--- src/rtl/instr_mem_loader.sv ---
// Byte-stream loader packing program bytes big-endian into 32-bit instruction-memory writes.
// Optional running checksum is built only when INSTR_LOADER_CHECKSUM_EN is defined.
module instr_mem_loader #(
    parameter int PC_BITWIDTH = 16
) (
    input  logic                   clk,
    input  logic                   reset,
    input  logic                   load_start,
    input  logic [PC_BITWIDTH-3:0] load_base_addr,
    input  logic [PC_BITWIDTH-1:0] load_byte_count,
    input  logic                   load_abort,
    input  logic                   byte_valid,
    input  logic [7:0]             byte_data,
    output logic                   byte_ready,
    output logic                   we,
    output logic [PC_BITWIDTH-3:0] wr_addr,
    output logic [31:0]            data_in,
    output logic                   busy,
    output logic                   load_done,
    output logic [7:0]             checksum
);

    typedef enum logic [1:0] {
        S_IDLE,
        S_RECV,
        S_WRITE,
        S_DONE
    } state_t;

    state_t                 r_state;
    state_t                 w_next;
    logic [PC_BITWIDTH-1:0] r_count;
    logic [1:0]             r_lane;
    logic                   w_start;
    logic                   w_accept;

    assign w_start  = (r_state == S_IDLE) && load_start;
    // An abort in the same cycle as a byte wins; the byte is dropped with the partial word.
    assign w_accept = (r_state == S_RECV) && byte_ready && byte_valid && !load_abort;

    always_comb begin
        w_next = r_state;
        case (r_state)
            S_IDLE: begin
                if (load_start) begin
                    w_next = (load_byte_count == '0) ? S_DONE : S_RECV;
                end
            end
            S_RECV: begin
                if (load_abort) begin
                    w_next = S_IDLE;
                end else if (w_accept && ((r_lane == 2'd3) || (r_count == PC_BITWIDTH'(1)))) begin
                    w_next = S_WRITE;
                end
            end
            S_WRITE: begin
                if (load_abort) begin
                    w_next = S_IDLE;
                end else if (r_count != '0) begin
                    w_next = S_RECV;
                end else begin
                    w_next = S_DONE;
                end
            end
            S_DONE:  w_next = S_IDLE;
            default: w_next = S_IDLE;
        endcase
    end

    // Status outputs are registered from the next state so they line up with the state they describe.
    always_ff @(posedge clk) begin
        if (reset) begin
            r_state    <= S_IDLE;
            r_count    <= '0;
            r_lane     <= '0;
            byte_ready <= 1'b0;
            we         <= 1'b0;
            busy       <= 1'b0;
            load_done  <= 1'b0;
            wr_addr    <= '0;
            data_in    <= '0;
        end else begin
            r_state    <= w_next;
            byte_ready <= (w_next == S_RECV);
            we         <= (w_next == S_WRITE);
            busy       <= (w_next != S_IDLE);
            load_done  <= (w_next == S_DONE);

            if (w_start) begin
                r_count <= load_byte_count;
                wr_addr <= load_base_addr;
                r_lane  <= '0;
                data_in <= '0;
            end

            if (w_accept) begin
                r_count <= r_count - PC_BITWIDTH'(1);
                r_lane  <= r_lane + 2'd1;
                // Lane 0 clears the lower lanes so a short final word is zero-padded.
                case (r_lane)
                    2'd0:    data_in         <= {byte_data, 24'h000000};
                    2'd1:    data_in[23:16]  <= byte_data;
                    2'd2:    data_in[15:8]   <= byte_data;
                    default: data_in[7:0]    <= byte_data;
                endcase
            end

            if (r_state == S_WRITE) begin
                wr_addr <= wr_addr + (PC_BITWIDTH-2)'(1);
                r_lane  <= '0;
            end
        end
    end

`ifdef INSTR_LOADER_CHECKSUM_EN
    logic [7:0] r_checksum;

    always_ff @(posedge clk) begin
        if (reset) begin
            r_checksum <= '0;
        end else if (w_start) begin
            r_checksum <= '0;
        end else if (w_accept) begin
            r_checksum <= r_checksum + byte_data;
        end
    end

    assign checksum = r_checksum;
`else
    assign checksum = 8'h00;
`endif

endmodule

--- config.mk ---
export PLATFORM = sky130hd
export DESIGN_NAME = instr_mem_loader
export DESIGN_NICKNAME = d
export VERILOG_FILES = /design/src/rtl/instr_mem_loader.sv
export SDC_FILE = /design/constraint.sdc
export NUM_CORES = 1
export LEC_CHECK = 0
export CAP_MARGIN = 20
export CORE_MARGIN = 3
export CORE_UTILIZATION = 35
export DETAILED_ROUTE_END_ITERATION = 8
export RECOVER_POWER = 100
export SYNTH_ARGS = -nofsm -noshare
export SYNTH_HDL_FRONTEND = slang
export SYNTH_SLANG_ARGS = --single-unit
export TNS_END_PERCENT = 5
--- constraint.sdc ---
create_clock -name clk -period 1.9 [get_ports clk]
set_input_delay 0.38 -clock clk [delete_from_list [all_inputs] [get_ports clk]]
set_output_delay 0.38 -clock clk [all_outputs]
set_load 0.01 [all_outputs]
Word-level counts from Yosys, hierarchy flattened --
Index checks and enable logic that the tools add are counted.
Cells by class: add/subtract/negate cells 3, multiply operators 0, div/mod/pow operators 0, order comparisons 0, eq/ne operators 10, shift operators 0, multiplexer cells 19, bitwise gates (word level) 0, reductions and logical operators 16
Operator list (number):
- 2-to-1 mux 32 bit | 2
- one-hot mux 8 bit (2 select lines) | 3
- 2-to-1 mux 16 bit | 2
- 2-to-1 mux 14 bit | 2
- == test 16 x 1 -> 1 bit (second input constant) | 1
- zero test 16 bit | 1
- 2-to-1 mux 2 bit | 8
- nonzero test 16 bit | 1
- subtractor 16 x 1 -> 16 bit (second input constant) | 1
- adder 14 x 1 -> 14 bit (second input constant) | 1
- == test 2 bit (second input constant) | 6
- 2-to-1 mux 8 bit | 1
- one-hot mux 2 bit (4 select lines) | 1
- == test 2 x 1 -> 1 bit (second input constant) | 3
- nonzero test 2 bit | 3
- logical AND 1 bit | 5
- zero test 2 bit | 2
- OR reduction 2 bit | 2
- adder 2 x 1 -> 2 bit (second input constant) | 1
- zero test 1 bit | 1
- logical OR 1 bit | 1
Word-level totals: bits in registers 70, bits in latches 0, bits in writable memories 0, ROM bits 0, input bits 43, output and inout port bits 58, word-level logic and storage cells 57, memories kept 0

Logic depth before layout (Yosys ltp) --
Gate-level depths: netlist of run 1.
word-level depth 9, depth in mapped cells 7, mapped depth without buffers 6

Worst setup path after synthesis of run 1 --
Ideal clock, no wire load.
kind register -> register, from register r_count[2], to register r_count[13], library setup time 74 ps, data arrival time 1689 ps, required time 1826 ps, setup slack 136 ps, cell stages (with the launch flop) 6, buffers on the path 0, period minus slack after synthesis 1764 ps, cell sequence dfxtp_1 -> nor4_4 -> nand3_2 -> or4_1 -> or3_1 -> a31oi_1
On the way: cells in the longest elaborated chain, start to end 2
Ends and longest elaborated chain:
- start: declaration | RTL line 32 | logic [PC_BITWIDTH-1:0] r_count;
- start signal: assignment | RTL line 90 | r_count <= load_byte_count;
- start signal: assignment | RTL line 97 | r_count <= r_count - PC_BITWIDTH'(1);
- subtractor 16 x 1 -> 16 bit | RTL line 97
- 2-to-1 mux 16 bit | RTL line 96 | if (w_accept) begin
Every way passes these cells. A chain may end at the register's enable or synchronous reset.

Worst setup path after layout of run 1 --
from input load_start, to register wr_addr[5]
On the way: cells in the longest elaborated chain, start to end 2
Ends and longest elaborated chain:
- start: declaration | RTL line 8 | input logic load_start,
- logical AND 1 bit | RTL line 37 | assign w_start = (r_state == S_IDLE) && load_start;
- nonzero test 2 bit (no line)
- end signal: assignment | RTL line 91 | wr_addr <= load_base_addr;
- end signal: assignment | RTL line 109 | wr_addr <= wr_addr + (PC_BITWIDTH-2)'(1);
- end: declaration | RTL line 16 | output logic [PC_BITWIDTH-3:0] wr_addr,
Every way passes these cells.

==> results summary, run 1 <==
The total of fill cells in the finished design is 869. The share of total power dissipated in the clock network is 37.6%. The die covers 10680 µm². The max-slew headroom at the worst pin is 64.47%.

For the worst setup path, the data required time is 2.11 ns. The clock-pin slew on the worst setup and hold paths came out at 0.07 ns. Synthesis handed over a netlist of 401 instances. CTS saw 70 sinks.

Yosys printed 0 warnings. The final non-filler cell area came out at 4991 µm². At the end of routability-driven placement, the weighted congestion stood at 0.8085. The total wire length is 10.35 mm. The leakage power came out at 0.001994 µW. The shortest period the worst path allows came out at 1.874 ns.

The total cell area at the placement stage came out at 4802 µm². The DRC marker count from the first detailed-route iteration is 117. Before antenna repair, the detailed router went through 4 iterations. Relative to the synthesized area, the layout overhead comes to 50.47%.

The flow ran to the end, and the final reports show no timing, DRC or antenna violations. The number of antenna diodes in the final layout is 0. The power per unit of standard cell area came out at 695.1 nW/µm².

The later pin in the worst-skew pair is clocked with a latency of 0.35 ns. Entering global routing, the biggest net connects 27 pins. The die is 103.4 µm tall. Setup repair after global routing could not meet its margin everywhere. In this run the count of I/O pins placed on the die edge is 101.

In this run, flip-flops and latches consume 45.2% of the power. In this run, synthesis inferred 0 flip-flops with an integrated enable. Per report_power, the combinational group accounts for 17.2% of the total. The switching fraction of total power is 26.18%. The fraction of registers with async set/reset is 0%. At the pin with the least slew margin, the transition time is 0.5330 ns.

Post-CTS timing repair inserted 0 buffers for setup. The highest fanout seen on the critical path is 12. The worst setup path is captured at a flip-flop. The level count of the clock H-tree is 3. The count of antenna-violating nets left after detailed routing came out at 0. After detailed routing, the average wire length per cell comes to 15.40 µm. The worst setup margin is 0.02578 ns.

The placement row count is 34. Global routing consumed, over all layers together, 19.79% of the routing resources. The mean instance size in the synthesized netlist came out at 8.272 µm². The placeable core area came out at 8976 µm². After synthesis, the netlist uses 48 different library cells. Timing analysis after detailed placement gives a worst setup slack of -0.3757 ns. Walking the worst path, the cells encountered are dlygate4sd3_1, or3b_2, clkbuf_2, buf_4, o211ai_1, a21oi_1.

The wire length of the first global-routing pass came out at 16.86 mm. TritonCTS built the clock tree. The initial antenna violation count is 0. The achievable frequency is 533.6 MHz.

The worst setup path is of the input pin to flip-flop kind. The total half-perimeter wirelength after legalization and detailed placement came out at 7.864 mm. The share of layout cells above drive strength 1 is 18.50%. The number of global-route vias before repair is 3490. After synthesis the cells add up to 3317 µm². The most used flip-flop cell after synthesis is sky130_fd_sc_hd__dfxtp_1. Summing the sequential cell areas from Yosys gives 42.25% of the chip area. In this design, the stage delay of the slowest critical-path cell is 0.59 ns. Total power for the finished layout comes to 3469 µW. Counting flops and latches in the post-synthesis netlist gives 70. For this design the total switching power over the nets is 908.5 µW. The peak ir drop on the vdd network came out at 398.7 µV.

The hold violation count in the final report is 0. The worst setup path is launched from an input pin. The die extent in x came out at 103.4 µm. The final total negative setup slack came out at 0 ns. The count of input and output buffers came out at 92. The arrival time at the worst endpoint came out at 2.08 ns. The number of max-slew violations in the final report came out at 0. The tool flagged a number of max-cap violations equal to 0. The worst hold slack is 0.4682 ns. The internal power contribution is 2561 µW.

Global routing finished with a remaining overflow of 0. The initial utilization of the core area, before any placement, comes to 36.95%. The min-delay analysis places its worst path in the category flip-flop to flip-flop. The cell at the slowest stage of the critical path is sky130_fd_sc_hd__dlygate4sd3_1. The detail-routed via count per cell is 5.290. The final clock skew is 0.007426 ns. The vias after detailed routing is 3555. The number of buffers between clock root and the deepest sink is 2. The number of CTS-inserted buffers came out at 9. The count of endpoints failing setup in the final report came out at 0. After layout, the worst path uses 98.64% of the clock period. The number of nets at the end of the flow came out at 593.

The root buffer cell chosen for the clock tree is sky130_fd_sc_hd__clkbuf_8. The number of remaining DRC errors came out at 0.
-- critical path, delay by kind of cell --
family	cells	cell delay [ns]
buffers and inverters	3	1.04
AND/OR/NAND/NOR	1	0.49
AO/OA/AOI/OAI	2	0.17
-- synthesized netlist by cell type, types with 4 or more instances --
| cell type | number | area share, % |
|---|---|---|
| sky130_fd_sc_hd__nand3_1 | 32 | 4.8 |
| sky130_fd_sc_hd__nor3_1 | 17 | 2.6 |
| sky130_fd_sc_hd__dfxtp_1 | 70 | 42 |
| sky130_fd_sc_hd__a22oi_1 | 4 | 0.91 |
| sky130_fd_sc_hd__o21ai_0 | 7 | 1.1 |
| sky130_fd_sc_hd__nor2_1 | 52 | 5.9 |
| sky130_fd_sc_hd__a211oi_1 | 4 | 0.91 |
| sky130_fd_sc_hd__ha_1 | 9 | 3.4 |
| sky130_fd_sc_hd__or2_2 | 8 | 1.5 |
| sky130_fd_sc_hd__a32oi_1 | 25 | 6.6 |
| sky130_fd_sc_hd__buf_4 | 8 | 1.8 |
| sky130_fd_sc_hd__a21oi_1 | 44 | 6.6 |
| sky130_fd_sc_hd__nand2_1 | 19 | 2.2 |
| sky130_fd_sc_hd__nand4_1 | 4 | 0.75 |
| sky130_fd_sc_hd__clkbuf_1 | 17 | 1.9 |
| sky130_fd_sc_hd__o211ai_1 | 4 | 0.91 |
| sky130_fd_sc_hd__a31oi_1 | 8 | 1.5 |
| sky130_fd_sc_hd__or3_1 | 4 | 0.75 |
| sky130_fd_sc_hd__nor4_1 | 10 | 1.9 |
| sky130_fd_sc_hd__inv_1 | 10 | 1.1 |
| sky130_fd_sc_hd__buf_1 | 6 | 0.68 |
-- final cells by class --
type	instances	area (µm²)	share of cell area, %
inverters	10	37.54	0.7521
clock buffers	10	127.6	2.557
clock inverters	6	86.33	1.730
flip-flops and latches	70	1403	28.10
multi-input cells	295	1779	35.65
repair buffers	155	1400	28.05
well taps	126	157.7	3.159
-- power groups by stage --
stage / Clock (µW) / Combinational (µW) / Sequential (µW)
6_report: 1300 / 595 / 1570
5_1_grt: 1410 / 651 / 1580
4_1_cts: 1330 / 616 / 1570
3_5_place_dp: 0 / 608 / 1600
3_3_place_gp: 0 / 603 / 1600
2_1_floorplan: 0 / 259 / 1610
-- registers in the layout, summed over array words and instances, names as in the netlist --
register,count
wr_addr,14
r_lane,2
data_in,32
byte_ready,1
load_done,1
busy,1
r_count,16
we,1
r_state,2
-- per-layer routing --
layer	vias up	part of all wire [%]	GRT usage, %
met3	15	5.9	4.561
met2	121	47	32.70
li1	1750	-	-
met4	0	1.8	6.873
met1	1669	45	25.35
met5	-	0	0
-- path summary, 6_finish.rpt --
kind | startpoint | end | slack [ns] | depth (start not counted)
setup / recovery | load_start | wr_addr[5] | 0.03 | 6
hold / removal | data_in[24] | data_in[24] | 0.47 | 2
setup reg to reg | wr_addr[0] | wr_addr[11] | 0.07 | 5
hold reg to reg | data_in[24] | data_in[24] | 0.47 | 2
-- logic make-up (layout without fill, tap and decap cells) --
| family | Yosys count | count (layout) | share of synthesized area [%] |
|---|---|---|---|
| mux | 1 | 1 | 0.3395 |
| simple gates | 165 | 165 | 25.20 |
| buf+inv | 43 | 181 | 5.847 |
| other cells | 1 | 8 | 0.1131 |
| flops | 70 | 70 | 42.25 |
| compound gates | 109 | 109 | 22.07 |
| fa+ha+maj | 9 | 9 | 3.395 |
| xor+xnor | 3 | 3 | 0.7923 |
-- cells in the final DEF, fill, tap and decap left out, drive strengths merged, types with 11 or more instances in the layout --
cell and count:
nand2 19, nand3 33, nor2 52, dlygate4sd3 51
clkdlybuf4s50 40, nor3 17, a21oi 44, nor4 11
clkbuf 16, dfxtp 70, a32oi 25, buf 58
-- stage by stage --
| stage | cells | utilization, % |
|---|---|---|
| floorplan | 408 | - |
| detailed placement | 656 | 53.50 |
| global placement | 656 | 53.50 |
| CTS | 672 | 56.05 |
| global route | 672 | 55.60 |
| finish | 672 | 55.60 |
-- what timing repair did --
action,4_1_cts,5_1_grt
gates resized for setup,3,4
hold buffers,0,0
endpoints found under the setup margin,6,21
pin swaps,0,1
Power figures use the tool's default switching activity.
==> run 2: changes to the inputs <==
ABC_AREA = 1   (was default)
CAP_MARGIN = default   (was 20)
SLEW_MARGIN = 20   (was default)
==> run 2 against run 1 <==
Against the previous run:
- via count increased by 5.9%
- non-clock buffer count decreased by 44
- largest power group unchanged
- synthesized area increased by 11%
==> results summary, run 2 <==
The run finished with clean final reports. The flip-flop count of the largest register, all copies and words added came out at 32 (unchanged). The post-route core utilization came out at 49.90% (-5.7 points). The library cell used most frequently in the layout, excluding fill and tap cells, is sky130_fd_sc_hd__nand2_1.

The combined global-route utilization of all metal layers came out at 17.69% (-2.1 points). The most used flip-flop cell after synthesis is sky130_fd_sc_hd__dfxtp_1. The vias after detailed routing came out at 3763 (+5.9%). The routability congestion estimate from global placement was 0.8785 (+8.7%).

The arrival time at the worst endpoint came to 1.42 ns (-0.66 ns). The number of instances resized during post-cts repair came out at 0 (-3). The placeable core area was 10000 µm² (+11%). The number of enable flip-flop cells after synthesis is 0 (unchanged).

Setup repair after global routing left no endpoint under its margin. Walking the worst path, the cells encountered are dlygate4sd3_1. The total overflow reported by the global router came out at 0 (unchanged). The number of warnings reported in the yosys synthesis log came out at 0 (unchanged). After synthesis, the cell types taking the most area are sky130_fd_sc_hd__dfxtp_1 38%, sky130_fd_sc_hd__nand2_1 15%, sky130_fd_sc_hd__a21oi_1 7.1%, sky130_fd_sc_hd__nand3_1 6.7%, sky130_fd_sc_hd__nor2_1 6.2%. The number of CTS-inserted buffers came out at 9 (unchanged).

The multi-input gate area in the final layout came to 1916 µm² (+7.7%). The count of antenna-violating nets left after detailed routing is 0 (unchanged). Among all cell types in the netlist, the one instantiated most often is sky130_fd_sc_hd__nand2_1. The number of buffers between clock root and the deepest sink came out at 2 (unchanged). The share of layout cells above drive strength 1 is 6.991% (-12 points). The clock-pin slew on the worst setup and hold paths came to 0.09 ns (+0.02 ns).

The summed instance area of the synthesized netlist came out at 3685 µm² (+11%). The tightest min-delay check is of the flip-flop to flip-flop type. The DRC marker count from the first detailed-route iteration came to 234 (+100%). The first-pass iteration count of the detailed router was 4 (unchanged).

The initial antenna violation count is 0 (unchanged). The final non-filler cell area came out at 4990 µm² (about the same). The final cycle utilization of the critical path came to 94.94% (-3.7 points). The number of buffers and inverters on the critical path came to 1 (-2). The count of input and output buffers came to 92 (unchanged). The largest stage delay on the critical path came out at 0.63 ns (+0.04 ns).

The area enclosed by the die boundary came to 11800 µm² (+10%). The largest individual stage delay along the critical path comes from the cell sky130_fd_sc_hd__dlygate4sd3_1. The total of fill cells in the finished design came out at 1070 (+23%). The number of remaining DRC errors is 0 (unchanged). The kind of cell with the highest combined delay along the critical path is buffers and inverters. The leakage power came to 0.002138 µW (+7.2%). The quantity of hold-fixing buffers added after cts came out at 0 (unchanged). The placement row count came out at 36 (+5.9%). After synthesis, the most frequently instantiated cells are 152 x sky130_fd_sc_hd__nand2_1, 70 x sky130_fd_sc_hd__dfxtp_1, 61 x sky130_fd_sc_hd__nor2_1. The total half-perimeter wirelength after legalization and detailed placement came out at 7.829 mm (-0.45%). The largest net degree at the start of global routing is 48 (+78%). The tree is rooted in a sky130_fd_sc_hd__clkbuf_8.

The number of max-cap violations came out at 0 (unchanged). The number of nets at the end of the flow came out at 705 (+19%). The worst setup path is captured at a primary output. The top register by number of flip-flops is data_in. The synthesized instance count is 548 (+37%).

The achievable frequency came out at 554.4 MHz (+3.9%). The fraction of registers with async set/reset came to 0% (unchanged). The number of global-route vias before repair came to 3496 (+0.17%). The vertical die dimension is 108.6 µm (+5.1%).

Summed over all instances, the cell type with the most area after synthesis is sky130_fd_sc_hd__dfxtp_1. The number of max-slew violations in the final report is 0 (unchanged). The setup path with the least slack is of type flip-flop to primary output. The highest fanout seen on the critical path is 6 (-6). The antenna diode count is 0 (unchanged).

The wire length of the first global-routing pass is 16.55 mm (-1.8%). Leaving out fill and tap cells, the most frequent cells in the layout are 153 x sky130_fd_sc_hd__nand2_1, 70 x sky130_fd_sc_hd__dfxtp_1, 62 x sky130_fd_sc_hd__nor2_1. The area of all sequential standard cells was 1401 µm² (about the same). The synthesis-to-layout area growth came out at 35.42%.

The mean instance size in the synthesized netlist was 6.724 µm² (-19%). The slack of the worst reg-to-reg path came out at 0.29 ns (+0.22 ns). The number of library cell types mapped by synthesis is 37 (-23%). The final clock skew came out at 0.01679 ns (+0.009364 ns).

The starting density of the core came out at 36.85% (-0.10 points). The detail-routed via count per cell came out at 4.757 (-10%). The largest registers in the layout are data_in: 32 flops, r_count: 16 flops, wr_addr: 14 flops.

The worst-skew pair later-pin latency is 0.36 ns (about the same). The hold violation count in the final report came to 0 (unchanged). The worst setup path is launched from a flip-flop. The post-synthesis register bit count is 70 (unchanged).

The total wire length is 10.45 mm (+0.96%). The level count of the clock H-tree is 3 (unchanged). The shortest period the worst path allows is 1.804 ns (-0.07037 ns). The total cell area at the placement stage came out at 4838 µm² (+0.76%).

The peak ir drop on the vdd network came to 288.7 µV (-28%). The die extent in x came to 108.6 µm (+5.1%). The average wire per standard cell is 13.21 µm (-14%). The count of endpoints failing setup in the final report is 0 (unchanged).

TritonCTS built the clock tree. The sequential-to-total area share from yosys stat came out at 38.03% (-4.2 points). The top cell type's share of synthesized area is 38.03% (-4.2 points). The count of pins on the block boundary came to 101 (unchanged). The number of post-CTS setup repair buffers came out at 0 (unchanged). The power per unit of standard cell area came out at 657.9 nW/µm² (-5.4%). The number of sinks handled by clock tree synthesis came out at 70 (unchanged). The worst endpoint required time is 1.52 ns (-0.59 ns).
-- run 2: cell count changes after synthesis, sizes merged, moves of 6 or more --
cell	delta
nand2	+135
inv	+50
a32oi	-25
nor2	+18
nand3	+17
o21ai	+16
nor3	-14
clkbuf	-11
nor4	-11
a21oi	+8
or2	-8
a31oi	-6
-- run 2: final timing paths --
| path | depth (start not counted) | end | startpoint |
|---|---|---|---|
| min reg2reg | 2 | data_in[3] | data_in[3] |
| min | 2 | data_in[3] | data_in[3] |
| max | 1 | wr_addr[5] | wr_addr[5] |
| max reg2reg | 6 | data_in[4] | r_lane[0] |
-- run 2: report_power, final --
part | total (µW) | internal, µW | switching, µW
sequential | 1570 | 1510 | 53.2
combinational | 546 | 240 | 306
clock | 1170 | 499 | 670
total | 3280 | 2250 | 1030
-- run 2: stage by stage --
step / cells / total power [µW] / setup slack (ns) / TNS, ns / hold slack (ns)
floorplan: 555 / 1910 / 0.4745 / 0 / 0.4653
global placement: 775 / 2156 / 0.05830 / 0 / 0.4506
detailed placement: 775 / 2160 / -0.006288 / -0.006288 / 0.4570
CTS: 791 / 3326 / 0.1246 / 0 / 0.4757
global route: 791 / 3444 / 0.03753 / 0 / 0.4847
finish: 791 / 3283 / 0.09615 / 0 / 0.4689
-- run 2: worst reg2reg max path, stage by stage, from the launching register on --
cell and delay [ns]:
sky130_fd_sc_hd__dfxtp_1 0.43, sky130_fd_sc_hd__inv_1 0.09, sky130_fd_sc_hd__ha_1 0.29, sky130_fd_sc_hd__inv_1 0.07
sky130_fd_sc_hd__o31ai_4 0.44, sky130_fd_sc_hd__nand2_1 0.09, sky130_fd_sc_hd__a21oi_1 0.15
-- run 2: cells by family after synthesis --
| group | after synthesis | share of synthesized area (%) |
|---|---|---|
| xor gates and xnor gates | 2 | 0.4755 |
| AOI/OAI and AO/OA | 93 | 14.16 |
| DFF | 70 | 38.03 |
| buffers and inverters | 86 | 10.15 |
| and+or+nand+nor | 287 | 34.02 |
| adders and majority gates | 9 | 3.056 |
| other | 1 | 0.1018 |
-- run 2: layout make-up --
cell class	count	area share (%)
Inverter	62	4.689
Clock buffer	9	2.482
Clock inverter	7	1.229
Tap cell	133	3.335
Multi-Input combinational cell	399	38.39
Sequential cell	70	28.08
Timing Repair Buffer	111	21.79
-- run 2: metal layers --
metal	GRT usage, %	vias up	share of wire (%)
met2	28.55	74	47
met4	5.591	0	1.4
met3	3.403	10	4.2
li1	-	1955	-
met1	23.79	1724	48
met5	0	-	0
